[src/rtl/muldiv_pkg.sv]
// Shared definitions for the iterative multiply/divide unit:
// operation encodings and the control-state enumeration.
package muldiv_pkg;

   // Operation select; bit 1 set means a divide.
   typedef enum logic [1:0] {
      OP_MUL   = 2'b00,  // low half of the product
      OP_UMULH = 2'b01,  // high half of the unsigned product
      OP_UDIV  = 2'b10,  // unsigned quotient
      OP_SDIV  = 2'b11   // signed quotient, truncated toward zero
   } op_e;

   // Control states of the sequencer.
   typedef enum logic [1:0] {
      IDLE = 2'b00,
      RUN  = 2'b01,
      DONE = 2'b10
   } state_e;

endpackage

[src/rtl/muldiv_if.sv]
// Request/response bundle between the issuing pipeline and the
// multiply/divide unit. The pipeline is the master.
interface muldiv_if #(
   parameter int BUS_BITS = 64
);
   import muldiv_pkg::*;

   logic                start;
   op_e                 op;
   logic [BUS_BITS-1:0] in1;
   logic [BUS_BITS-1:0] in2;
   logic                flush;
   logic                busy;
   logic                done;
   logic [BUS_BITS-1:0] result;

   modport master (
      output start, op, in1, in2, flush,
      input  busy, done, result
   );

   modport slave (
      input  start, op, in1, in2, flush,
      output busy, done, result
   );

endinterface

[src/rtl/muldiv_sign_fix.sv]
// Conditional two's-complement negation. Used on entry to take the
// magnitude of a negative signed operand, and on exit to restore the
// quotient sign. Negating the most negative value wraps to itself.
module muldiv_sign_fix #(
   parameter int BUS_BITS = 64
) (
   input  logic [BUS_BITS-1:0] i_value,
   input  logic                i_negate,
   output logic [BUS_BITS-1:0] o_value
);

   assign o_value = i_negate ? -i_value : i_value;

endmodule

[src/rtl/muldiv_unit.sv]
// Iterative multiply/divide unit. One shift-add (multiply) or restoring
// shift-subtract (divide) step per cycle, BUS_BITS steps per operation,
// so latency is fixed regardless of op or operand values.
// BUS_BITS is expected to be even and at least 8.
module muldiv_unit
   import muldiv_pkg::*;
#(
   parameter int BUS_BITS = 64
) (
   input  logic     clk,
   input  logic     rst_n,
   muldiv_if.slave  bus
);

   localparam int CNT_BITS = $clog2(BUS_BITS + 1);

   // Datapath and control state. During a multiply {r_hi, r_lo} is the
   // running product with the multiplier shifting out of r_lo; during a
   // divide r_hi is the partial remainder and r_lo shifts the dividend
   // out while the quotient shifts in. r_opnd holds the multiplicand or
   // the divisor magnitude.
   state_e              r_state;
   op_e                 r_op;
   logic [BUS_BITS-1:0] r_hi;
   logic [BUS_BITS-1:0] r_lo;
   logic [BUS_BITS-1:0] r_opnd;
   logic [BUS_BITS-1:0] r_result;
   logic [CNT_BITS-1:0] r_cnt;
   logic                r_neg;
   logic                r_div_zero;

   logic                w_accept;
   logic                w_is_div;
   logic                w_is_sdiv;
   logic [BUS_BITS-1:0] w_abs_a;
   logic [BUS_BITS-1:0] w_abs_b;
   logic [BUS_BITS:0]   w_add;
   logic [BUS_BITS:0]   w_shifted;
   logic [BUS_BITS:0]   w_diff;
   logic [BUS_BITS-1:0] w_next_hi;
   logic [BUS_BITS-1:0] w_next_lo;
   logic [BUS_BITS-1:0] w_quot;
   logic [BUS_BITS-1:0] w_result;

   // A new request is taken only when not iterating and not flushing.
   assign w_accept  = bus.start && !bus.flush && (r_state != RUN);
   assign w_is_div  = bus.op[1];
   assign w_is_sdiv = (bus.op == OP_SDIV);

   // Operand magnitudes for a signed divide; pass-through otherwise.
   muldiv_sign_fix #(.BUS_BITS(BUS_BITS)) u_fix_a (
      .i_value  (bus.in1),
      .i_negate (w_is_sdiv && bus.in1[BUS_BITS-1]),
      .o_value  (w_abs_a)
   );

   muldiv_sign_fix #(.BUS_BITS(BUS_BITS)) u_fix_b (
      .i_value  (bus.in2),
      .i_negate (w_is_sdiv && bus.in2[BUS_BITS-1]),
      .o_value  (w_abs_b)
   );

   // One iteration step of the latched operation.
   always_comb begin
      // NOTE: every output gets a default first so no path leaves a latch.
      w_next_hi = r_hi;
      w_next_lo = r_lo;
      w_add     = {1'b0, r_hi} + {1'b0, r_opnd};
      w_shifted = {r_hi, r_lo[BUS_BITS-1]};
      w_diff    = w_shifted - {1'b0, r_opnd};
      if (r_op[1]) begin
         // Restoring divide: keep the subtraction only if it did not borrow.
         if (!w_diff[BUS_BITS]) begin
            w_next_hi = w_diff[BUS_BITS-1:0];
            w_next_lo = {r_lo[BUS_BITS-2:0], 1'b1};
         end else begin
            w_next_hi = w_shifted[BUS_BITS-1:0];
            w_next_lo = {r_lo[BUS_BITS-2:0], 1'b0};
         end
      end else begin
         // Shift-add multiply: the carry out of the add re-enters at the top.
         if (r_lo[0]) begin
            {w_next_hi, w_next_lo} = {w_add, r_lo[BUS_BITS-1:1]};
         end else begin
            {w_next_hi, w_next_lo} = {1'b0, r_hi, r_lo[BUS_BITS-1:1]};
         end
      end
   end

   // Restore the quotient sign; r_neg is only ever set for a signed divide.
   muldiv_sign_fix #(.BUS_BITS(BUS_BITS)) u_fix_q (
      .i_value  (w_next_lo),
      .i_negate (r_neg),
      .o_value  (w_quot)
   );

   // Select the value to publish on the final step.
   always_comb begin
      case (r_op)
         OP_MUL:   w_result = w_next_lo;
         OP_UMULH: w_result = w_next_hi;
         default:  w_result = r_div_zero ? '0 : w_quot;
      endcase
   end

   // Sequencer and datapath registers: reset, then flush, then the FSM.
   always_ff @(posedge clk) begin
      // NOTE: sequential state uses non-blocking assignments so every
      // register samples pre-edge values regardless of statement order.
      if (!rst_n) begin
         r_state    <= IDLE;
         r_op       <= OP_MUL;
         r_hi       <= '0;
         r_lo       <= '0;
         r_opnd     <= '0;
         r_result   <= '0;
         r_cnt      <= '0;
         r_neg      <= 1'b0;
         r_div_zero <= 1'b0;
      end else if (bus.flush) begin
         r_state <= IDLE;
      end else begin
         case (r_state)
            IDLE, DONE: begin
               if (w_accept) begin
                  r_state    <= RUN;
                  r_op       <= bus.op;
                  r_hi       <= '0;
                  r_lo       <= w_is_div ? w_abs_a : bus.in2;
                  r_opnd     <= w_is_div ? w_abs_b : bus.in1;
                  r_cnt      <= CNT_BITS'(BUS_BITS);
                  r_neg      <= w_is_sdiv &&
                                (bus.in1[BUS_BITS-1] ^ bus.in2[BUS_BITS-1]);
                  r_div_zero <= w_is_div && (bus.in2 == '0);
               end else begin
                  r_state <= IDLE;
               end
            end
            RUN: begin
               r_hi  <= w_next_hi;
               r_lo  <= w_next_lo;
               r_cnt <= r_cnt - CNT_BITS'(1);
               if (r_cnt == CNT_BITS'(1)) begin
                  r_state  <= DONE;
                  r_result <= w_result;
               end
            end
            default: r_state <= IDLE;
         endcase
      end
   end

   assign bus.busy   = (r_state == RUN);
   assign bus.done   = (r_state == DONE);
   assign bus.result = r_result;

endmodule

[src/flat_wrapper.sv]
// flat-port wrapper written by rule: the top's interface ports become plain ports
module muldiv_unit_flat import muldiv_pkg::*;
#(
   parameter int BUS_BITS = 64
)
  (clk, rst_n, bus_start, bus_op, bus_in1, bus_in2, bus_flush, bus_busy, bus_done, bus_result);
  muldiv_if #(.BUS_BITS(BUS_BITS)) bus_i ();
  input  logic clk;
  input  logic rst_n;
  input wire logic [$bits(bus_i.start)-1:0] bus_start;
  input wire logic [$bits(bus_i.op)-1:0] bus_op;
  input wire logic [$bits(bus_i.in1)-1:0] bus_in1;
  input wire logic [$bits(bus_i.in2)-1:0] bus_in2;
  input wire logic [$bits(bus_i.flush)-1:0] bus_flush;
  output wire logic [$bits(bus_i.busy)-1:0] bus_busy;
  output wire logic [$bits(bus_i.done)-1:0] bus_done;
  output wire logic [$bits(bus_i.result)-1:0] bus_result;
  assign bus_i.start = bus_start;
  assign bus_i.op = bus_op;
  assign bus_i.in1 = bus_in1;
  assign bus_i.in2 = bus_in2;
  assign bus_i.flush = bus_flush;
  assign bus_busy = bus_i.busy;
  assign bus_done = bus_i.done;
  assign bus_result = bus_i.result;
  muldiv_unit #(.BUS_BITS(BUS_BITS)) u_core (.clk(clk), .rst_n(rst_n), .bus(bus_i));
endmodule
[config.mk]
export PLATFORM = sky130hd
export DESIGN_NAME = muldiv_unit_flat
export DESIGN_NICKNAME = d
export VERILOG_FILES = /design/src/rtl/muldiv_pkg.sv /design/src/rtl/muldiv_if.sv /design/src/rtl/muldiv_sign_fix.sv /design/src/rtl/muldiv_unit.sv /design/src/flat_wrapper.sv
export SDC_FILE = /design/constraint.sdc
export NUM_CORES = 1
export LEC_CHECK = 0
export ABC_AREA = 1
export ABC_CLOCK_PERIOD_IN_PS = 5000
export CAP_MARGIN = 20
export CORE_MARGIN = 1
export CORE_UTILIZATION = 40
export DETAILED_ROUTE_END_ITERATION = 8
export DONT_BUFFER_PORTS = 1
export HOLD_SLACK_MARGIN = 0.03
export PLACE_DENSITY = 0.6
export SLEW_MARGIN = 30
export SYNTH_ARGS = -nofsm -noshare
export SYNTH_HDL_FRONTEND = slang
export SYNTH_HIERARCHICAL = 1
export SYNTH_SLANG_ARGS = --single-unit
export TNS_END_PERCENT = 10
[constraint.sdc]
create_clock -name clk -period 5 [get_ports clk]
set_input_delay 1.5 -clock clk [delete_from_list [all_inputs] [get_ports clk]]
set_output_delay 1.5 -clock clk [all_outputs]
set_load 0.005 [all_outputs]
==> run metrics <==
status=completed; Synth area leader=nand2_1; number of flops mapped to enable cells by yosys=0; YS warnings=6; dominant cells by area after synthesis=nand2_1 26%, dfxtp_1 16%, inv_1 9.7%, nand3_1 7.4%, nor2_1 6.1%; cts bufs inserted=38; Post-synth top flop=dfxtp_1; Rows=105; clock root buffer=clkbuf_16; Slew HR=21.4%; I/O Buffers=0; register area=around 5400 µm²; total number of vias=42,369; most frequent cell after synthesis=nand2_1; wirelength, routed=196,000 µm; overall global routing resource usage=~44%; Synth cell types=58; Synth Instances=6,233; Final Setup Violations=0; worst hold path type=flop to flop; Slew Viols, Final=0; pin count of the biggest net entering global routing=143; Total Neg Setup Slack=0 ns; most frequent cells after synthesis=2,345 x nand2_1, 867 x inv_1, 546 x nor2_1; later-pin clock latency in the skew report=0.59 ns; P_leak=18.0 nW; Max clock buf depth=3; Clock transition at path regs=0.06 ns; nets@finish=6,436; synthesized area=around 33,000 µm²; Worst Skew=0.0361 ns; Pwr Density=212 nW/µm²; CTS Hold Buffers Added=0; Fin. Hold Viols=0; Seq/Total Area, Yosys=16.1%; area share of the largest cell type after synthesis=26.3%; RSZ-0062 raised after global routing=no; DPL Wire Length=162,000 µm; Crit. End Element=flop; Post-route DRC=0; I/O pin count=200; layout cells sized above 1=6.48%; worst slew pin tran=between 1 and 1.5 ns; vias in the first global route=38,619; Initial Util=40.6%; Crit path required time=5.47 ns; CTS tree=built; Core ar.=82,500 µm²; crit path DAT=5.23 ns; Vias/cell=5.83; Filler Cell Count=9,384; minimum clock period=4.77 ns; GPL Wtd Cong=1.11; die height=291 µm; syn_nets=approximately 6,500; ys async rst share=0%; multi-input combinational cell area=23,900 µm²; Die Area=~85,000 µm²; DRT iter0 DRCs=5,407; Core Util, Final=43.8%; Synth Register Bits=roughly 270; area grow syn2layout=7.94%; CP max FO=9; CP Class=flop to flop; DRT Pass-1 Iters=6; grt total ovfl=0; Fmax=210 MHz; H-tree Lvls=2; DR WL/cell=27.0 µm; die extent in x=291 µm; period utilisation layout=95.3%; mean post-synth cell area=5.37 µm²; maximum vdd drop=0.000208 V; Clock Sinks=269; type of origin of the critical path=flop; initial antenna violation count=21; first-pass GRT wire length=273,000 µm; Final ANT Viol Nets=0; max cap viols=0
==> timing repair <==
| item | in CTS | in global routing |
|---|---|---|
| endpoints found under the setup margin | 0 | 8 |
| setup buffers | 0 | 2 |
| resized for setup | 0 | 3 |
==> registers in the layout, indices dropped and copies added, names as in the netlist, 2 cells and up <==
| name | cells |
|---|---|
| u_core/bus.result | 64 |
| u_core/r_hi | 64 |
| u_core/r_lo | 64 |
| u_core/r_opnd | 64 |
| u_core/r_cnt | 7 |
| u_core/r_op | 2 |
| u_core/r_state | 2 |
==> power breakdown <==
group          switching, mW  total [mW]  internal (mW)
Combinational           1.83        2.51          0.673
Clock                   1.16        2.80           1.64
Sequential             0.128        2.35           2.22
Total                   3.12        7.66           4.54
==> metal layers <==
metal | vias to the layer above | GRT usage [%] | share of wire [%]
met1 | 19573 | 54.8 | 38
met2 | 2548 | 66.5 | 41
met4 | 12 | 28.5 | 7.3
li1 | 19753 | - | -
met3 | 483 | 14.4 | 13
met5 | - | 0 | 0.037
==> critical path, cell delays in order, from the launching register on <==
cell and delay (ns):
dfxtp_1 0.46, inv_1 0.10, ha_1 0.23, fa_1 0.40, inv_1 0.13, nand2_1 0.09
nand2_1 0.09, nand3_1 0.09, nand2_2 0.19, nand2_1 0.10, nand2_2 0.13, nand2_2 0.06
nand2_2 0.08, nand2_2 0.16, nand2_4 0.14, nand2_4 0.10, nand3_2 0.09, o21ai_1 0.15
inv_1 0.15, ha_1 0.19, nand3_2 0.20, nor2_1 0.15, nand2_1 0.12, o21ai_4 0.33
nand2_1 0.12, xor2_1 0.16, a221oi_1 0.30, a21oi_1 0.11
==> final timing paths <==
path	start	end	slack, ns	depth (start not counted)
worst max register to register	u_core/r_lo[63]	u_core/bus.result[46]	0.23	27
worst min-delay path	u_core/r_cnt[6]	u_core/r_cnt[6]	0.49	2
worst max-delay path	u_core/r_lo[63]	u_core/bus.result[46]	0.23	27
worst min register to register	u_core/r_cnt[6]	u_core/r_cnt[6]	0.49	2
==> area by class of cell <==
cell class                 count  area share, %
clock buffer                  55           2.97
antenna                        5         0.0346
multi-input combinational   4861           66.1
tap                         1070           3.70
clock inverter                10          0.384
inverter                     884           9.22
sequential                   269           14.9
timing repair buffer         113           2.66
==> metrics by stage <==
| step | power (mW) | std cells | hold slack (ns) | setup WS (ns) | instance area, µm² |
|---|---|---|---|---|---|
| 2_1_floorplan | 3.89 | 6233 | 0.442 | 1.36 | 33500 |
| 3_3_place_gp | 4.78 | 7195 | 0.464 | 0.421 | 34900 |
| 3_5_place_dp | 4.77 | 7195 | 0.473 | 0.326 | 34900 |
| 4_1_cts | 7.55 | 7260 | 0.481 | 0.302 | 36100 |
| 5_1_grt | 7.90 | 7262 | 0.506 | 0.0147 | 36100 |
| 6_report | 7.66 | 7267 | 0.486 | 0.234 | 36100 |
==> cell families after synthesis <==
family,Yosys count,share of synthesized area (%)
adders and majority gates,135,5.09
and+or+nand+nor,3713,46.7
xor gates and xnor gates,159,4.16
DFF,269,16.1
buffers and inverters,1103,12.8
AOI/OAI and AO/OA,854,15.2
==> placed cells by master, fill, tap and decap left out, types with 12 or more instances in the layout <==
master / Yosys / layout
nor3_1: 25 / 25
a31oi_1: 108 / 105
xor2_1: 83 / 83
o21ai_0: 299 / 295
a21oi_1: 263 / 263
inv_2: 15 / 14
o21ai_4: 12 / 13
nor2_4: 14 / 20
nand3b_1: 13 / 13
clkbuf_16: 0 / 38
a221oi_1: 56 / 56
nand2_2: 27 / 28
o21bai_1: 12 / 12
nand3_1: 494 / 494
xnor2_1: 76 / 76
inv_1: 867 / 864
nor2_2: 37 / 36
buf_4: 12 / 104
nand4_1: 88 / 88
o211ai_1: 46 / 46
or2_2: 61 / 62
nand2_1: 2345 / 2344
nor2_1: 546 / 541
nand3_2: 13 / 13
nor4_1: 21 / 21
dfxtp_1: 269 / 266
ha_1: 133 / 133
(Power assumes the default switching activity.)
